===== config.mk =====
export PLATFORM = sky130hd
export DESIGN_NAME = serial_subtractor
export DESIGN_NICKNAME = d
export VERILOG_FILES = /design/src/rtl/serial_subtractor.sv
export SDC_FILE = /design/constraint.sdc
export NUM_CORES = 1
export LEC_CHECK = 0
export BUFFER_PORTS_ARGS = -buffer_cell sky130_fd_sc_hd__buf_4
export CORE_AREA = 2 2 66 55
export DETAILED_ROUTE_END_ITERATION = 16
export DIE_AREA = 0 0 68 57
export HOLD_SLACK_MARGIN = 0.1
export PLACE_DENSITY_LB_ADDON = 0.15
export SYNTH_ARGS = -nofsm -noshare
export SYNTH_HDL_FRONTEND = slang
export SYNTH_SLANG_ARGS = --single-unit

===== constraint.sdc =====
create_clock -name clk -period 2.25 [get_ports clk]
set_input_delay 0.1125 -clock clk [delete_from_list [all_inputs] [get_ports clk]]
set_output_delay 0.1125 -clock clk [all_outputs]
set_load 0.01 [all_outputs]

===== src/rtl/serial_subtractor.sv =====
// rtl/serial_subtractor.sv - bit-serial unsigned subtractor, LSB first, one bit per clock
module serial_subtractor #(
    parameter int WIDTH = 8
) (
    input  logic             clk,
    input  logic             rst,
    input  logic             start,
    input  logic [WIDTH-1:0] a,
    input  logic [WIDTH-1:0] b,
    input  logic             bin,
    output logic             busy,
    output logic             done,
    output logic [WIDTH-1:0] diff,
    output logic             bout
);

    localparam int CW = $clog2(WIDTH + 1);

    typedef enum logic [1:0] {
        IDLE = 2'd0,
        RUN  = 2'd1,
        DONE = 2'd2
    } state_t;

    state_t           state;
    state_t           state_nxt;

    logic [WIDTH-1:0] a_sr;
    logic [WIDTH-1:0] b_sr;
    logic [WIDTH-1:0] res_sr;
    logic [WIDTH-1:0] res_nxt;
    logic             br;
    logic [CW-1:0]    cnt;

    logic             last_bit;
    logic             load;
    logic             shift;
    logic             finish;
    logic             retire;

    logic             d1;
    logic             b1;
    logic             cell_d;
    logic             cell_b;

    // Full-subtractor cell as two cascaded half-subtractors; with br=0 it is the plain half cell.
    always_comb begin
        d1     = a_sr[0] ^ b_sr[0];
        b1     = ~a_sr[0] & b_sr[0];
        cell_d = d1 ^ br;
        cell_b = b1 | (~d1 & br);
    end

    assign res_nxt  = {cell_d, res_sr[WIDTH-1:1]};
    assign last_bit = (cnt == CW'(WIDTH - 1));

    always_ff @(posedge clk or posedge rst) begin
        if (rst) begin
            state <= IDLE;
        end else begin
            state <= state_nxt;
        end
    end

    always_comb begin
        state_nxt = state;
        case (state)
            IDLE:    if (start) state_nxt = RUN;
            RUN:     if (last_bit) state_nxt = DONE;
            DONE:    state_nxt = IDLE;
            default: state_nxt = IDLE;
        endcase
    end

    always_comb begin
        load   = 1'b0;
        shift  = 1'b0;
        finish = 1'b0;
        retire = 1'b0;
        case (state)
            IDLE:    load = start;
            RUN: begin
                shift  = 1'b1;
                finish = last_bit;
            end
            DONE:    retire = 1'b1;
            default: ;
        endcase
    end

    always_ff @(posedge clk or posedge rst) begin
        if (rst) begin
            a_sr   <= '0;
            b_sr   <= '0;
            res_sr <= '0;
            br     <= 1'b0;
            cnt    <= '0;
        end else if (load) begin
            a_sr   <= a;
            b_sr   <= b;
            res_sr <= '0;
            br     <= bin;
            cnt    <= '0;
        end else if (shift) begin
            a_sr   <= a_sr >> 1;
            b_sr   <= b_sr >> 1;
            res_sr <= res_nxt;
            br     <= cell_b;
            cnt    <= cnt + CW'(1);
        end
    end

    // diff/bout are only touched on the final bit so partial results never show.
    always_ff @(posedge clk or posedge rst) begin
        if (rst) begin
            busy <= 1'b0;
            done <= 1'b0;
            diff <= '0;
            bout <= 1'b0;
        end else begin
            done <= finish;
            if (load) begin
                busy <= 1'b1;
            end else if (retire) begin
                busy <= 1'b0;
            end
            if (finish) begin
                diff <= res_nxt;
                bout <= cell_b;
            end
        end
    end

endmodule


## Yosys cells after proc, flatten, opt, wreduce, memory -nomap -nowiden

Cells that the tools add are included.

- Flip-flop bits (word level): 42
- Input port bits: 20
- Output and inout bits: 11
- Logic and storage cells: 46

- Add/sub/neg operators: 1
- Equality and inequality tests: 5
- Multiplexer cells: 19
- Bitwise operators: 7
- Reduce and logical (&&, ||, !) cells: 4

Operators by type and width:

| cell | count |
|---|---|
| $mux W8 | 6 |
| $mux W1 | 8 |
| $mux W4 | 2 |
| $add A4 B1 Y4 const B | 1 |
| $eq A4 B3 Y1 const B | 1 |
| $mux W2 | 2 |
| $ne A2 B2 Y1 const B | 2 |
| $pmux W2 S2 | 1 |
| $reduce_bool A2 Y1 | 2 |
| $and A1 B1 Y1 | 2 |
| $eq A2 B1 Y1 const B | 1 |
| $eq A2 B2 Y1 const B | 1 |
| $logic_not A2 Y1 | 1 |
| $not A1 Y1 | 2 |
| $reduce_and A2 Y1 | 1 |
| $xor A1 B1 Y1 | 2 |
| $or A1 B1 Y1 | 1 |

## Logic depth before layout (Yosys ltp)

- Depth after elaboration: 6
- Mapped depth: 5
- Depth with buffers taken out: 4

## Worst setup path after synthesis

Ideal clock, no wire load.

- Path kind: register to register
- From: register cnt[0]
- To: register diff[0]
- Library setup time: 125 ps
- Arrival time: 1373 ps
- Data required time: 2125 ps
- Slack: 752 ps
- Stages on the path, launching flop included: 5
- Buffers on the path: 0
- Clock period less this slack: 1498 ps
- Cell sequence: dfrtp_1 ha_1 nand2_2 nor3_4 mux2_2

- Longest elaborated chain between the ends: 2

RTL lines:

| item | RTL line | RTL |
|---|---|---|
| from (decl) | 33 | `logic [CW-1:0] cnt;` |
| from (signal assigned) | 109 | `cnt <= cnt + CW'(1);` |
| $eq A4 B3 Y1 | 55 | `assign last_bit = (cnt == CW'(WIDTH - 1));` |
| $mux W1 | 80 | `case (state)` |
| via finish | 38 | `logic finish;` |
| to (signal assigned) | 128 | `diff <= res_nxt;` |
| to (decl) | 13 | `output logic [WIDTH-1:0] diff,` |

The timed path passes the listed nets, and every way through them passes these cells.
A chain may end at the register's enable or synchronous reset.

## Worst setup path in the final report

- From: register state[0]
- To: register cnt[3]

- Longest elaborated chain between the ends: 3
- Elaborated cells on any way between the ends: 6
- Classes of those cells: 1 x eq/ne; 3 x mux; 2 x reduce/logical

RTL lines:

| item | RTL line | RTL |
|---|---|---|
| from (decl) | 25 | `state_t state;` |
| from (signal assigned) | 61 | `state <= state_nxt;` |
| $eq A2 B1 Y1 / $logic_not A2 Y1 (equally long branches) | 80 |  |
| $mux W1 | 80 |  |
| $reduce_bool A2 Y1 (no source line) / $mux W4 (equally long branches) | n/a |  |

Several ways; a longest one is shown, not always the timed one.

==> summary.txt <==
DR DRC count - 0
layout cells sized above 1 - 29.12%
synthesized instance count - 144
hold_buf cts - 3
number of H-tree levels - 2
First-pass DRT Iterations - 4
final non-filler cell area - 2097 µm²
Synth Register Bits - 41
WL/cell - 14.23 µm
Yosys top cell by area - dfrtp_1
maxcap violations - 0
clk root buf - clkbuf_8
Sw Pwr - 964.3 µW
post-route ant nets - 0
post-synth cell types - 29
ranking of synthesized cells by area - dfrtp_1 (60%), a22oi_1 (5.7%), mux2_2 (5.3%)
Setup crit start kind - flip-flop
final period demand of the worst path - 1.722 ns
syn_nets - 166
worst hold path class - input pin to flip-flop
post-route setup TNS - 0 ns
Placement Cell Area - 1981 µm²
via count - 1,216
Clock Skews - 0.01136 ns
Max transition margin - 57.89%
Crit Path Max Fanout - 15
RSZ-0062 raised after global routing - no
CP peak stage delay - 0.55 ns
Total Nets Final - 204
std cell rows - 19
initial antenna violation count - 0
final slew viol count - 0
Flop pwr share - 45.3%
clock sink count - 41
num ports - 31
Max Clk Rate - 580.7 MHz
initial core utilization - 51.79%
number of global-route vias before repair - 1,223
Synth top area share - 60.38%
P&R area growth vs syn - 23.42%
PortBufs - 30
static leakage - 0.0009878 µW
worst endpoint required time - 2.46 ns
Die Ht - 57 µm
total congestion overflow - 0
Yosys warning count - 0
Slowest cell on crit path - nor2b_1
period utilization - 76.54%
Mapped Area - 1699 µm²
status - finished, final reports clean
peak supply drop - 683.1 µV
Worst Tran Pin Value - 0.6304 ns
Clock power frac - 17.2%
Core Region - 3281 µm²
CTS tree - built
Reg clk slew, reported paths - 0.08 ns
crit path capture type - flip-flop
Mapped Avg Cell Area - 11.80 µm²
All-Layer GR Usage - 19.59%
critical path type - flip-flop to flip-flop
worst skew pair latency - 0.30 ns
CTS Buffer Depth - 2
most frequent cells in the layout - dfrtp_1 (41), buf_4 (36), nand2_1 (16)
Via density - 5.429
final-report hold violation count - 0
ANT cells - 0
register area share after synthesis - 60.38%
post-cts resize count - 0
global-route wire length before repair - 5.623 mm
CP Cell Sequence - buf_4 > nor2b_1 > a41oi_1 > a31oi_1
1st-iter DRT viols - 104
Power Total - 2779 µW
total CTS buffers - 5
final setup violation count - 0
most common cell after layout, fill and taps aside - dfrtp_1
combinational share of power - 37.5%
Worst EP arrival - 1.93 ns
final WL - 3.188 mm
P_int - 1814 µW
Post CTS Setup Buffer Count - 0
routability congestion estimate - 0.7541
Die W - 68 µm
largest net degree at the start of global routing - 42
HPWL after DPL - 2.144 mm
switching portion of total power - 34.70%
Power Dens Cells - 1325 nW/µm²
die area - 3876 µm²
## Yosys cell counts, drive strengths merged
cell type / count
nand2b: 2
a31oi: 1
o22ai: 2
nor2b: 2
clkbuf: 2
nor3b: 1
mux2: 8
nand2: 17
o2bb2ai: 1
a41oi: 1
inv: 7
nand3: 1
buf: 6
o21bai: 1
a21oi: 4
nor2: 3
ha: 1
mux2i: 1
a22oi: 13
nor3: 2
a2bb2oi: 1
fa: 1
a22o: 10
o21ai: 15
dfrtp: 41
## sequential cells by signal (all words and copies together), names as in the netlist
signal	count
busy	1
b_sr	8
state	2
res_sr	7
br	1
bout	1
done	1
a_sr	8
diff	8
cnt	4
## per-stage QoR
| stage | util, % | setup slack (ns) | hold WS, ns | cells |
|---|---|---|---|---|
| floorplan | - | 0.7523 | 0.2450 | 144 |
| global placement | 60.37 | 0.6308 | 0.2694 | 214 |
| detailed placement | 60.37 | 0.5751 | 0.2760 | 214 |
| CTS | 63.92 | 0.5382 | 0.1052 | 224 |
| global route | 63.92 | 0.3917 | 0.1229 | 224 |
| finish | 63.92 | 0.5278 | 0.1105 | 224 |
## per-layer routing
metal | track usage (%) | part of all wire [%]
met1 | 28.57 | 51
met2 | 27.05 | 42
met3 | 7.890 | 5.2
met4 | 6.000 | 1.4
met5 | 0 | 0
## power by group through the flow
stage / logic [µW] / registers [µW] / clock network (µW)
floorplan: 710 / 1250 / 0
global placement: 1030 / 1250 / 0
detailed placement: 1050 / 1270 / 0
CTS: 1060 / 1260 / 494
finish: 1040 / 1260 / 477
global route: 1180 / 1300 / 532
## final timing paths
check                                       to                  from  cells after the start  slack, ns
min                        a_sr[4]$_DFFE_PP0P_                  a[4]                      3       0.11
max in group asynchronous  diff[1]$_DFFE_PP0P_                   rst                      4       1.40
max reg2reg                 cnt[3]$_DFFE_PP0P_  state[0]$_DFFE_PP0P_                      4       0.53
max                         cnt[3]$_DFFE_PP0P_  state[0]$_DFFE_PP0P_                      4       0.53
min reg2reg                b_sr[1]$_DFFE_PP0P_   b_sr[1]$_DFFE_PP0P_                      2       0.49
min in group asynchronous  diff[6]$_DFFE_PP0P_                   rst                      4       0.49
## cells by family after synthesis
group,synth area share [%]
multiplexers,5.891
AO/OA/AOI/OAI,19.81
AND/OR/NAND/NOR,8.026
buffers and inverters,3.976
flip-flops,60.38
adder cells (fa/ha/maj),1.915
## critical path, delay by kind of cell (launching register included)
family	cells	cell delay, ns
buf+inv	1	0.25
flops	1	0.47
compound gates	2	0.36
simple gates	1	0.55
## layout make-up
class	instances	area [µm²]
inverters	7	26.28
clock buffers	7	86.33
well taps	42	52.55
flip-flops and latches	41	1026
fillers	273	1184
multi-input cells	88	605.6
repair buffers	39	300.3
Power figures use the tool's default switching activity.
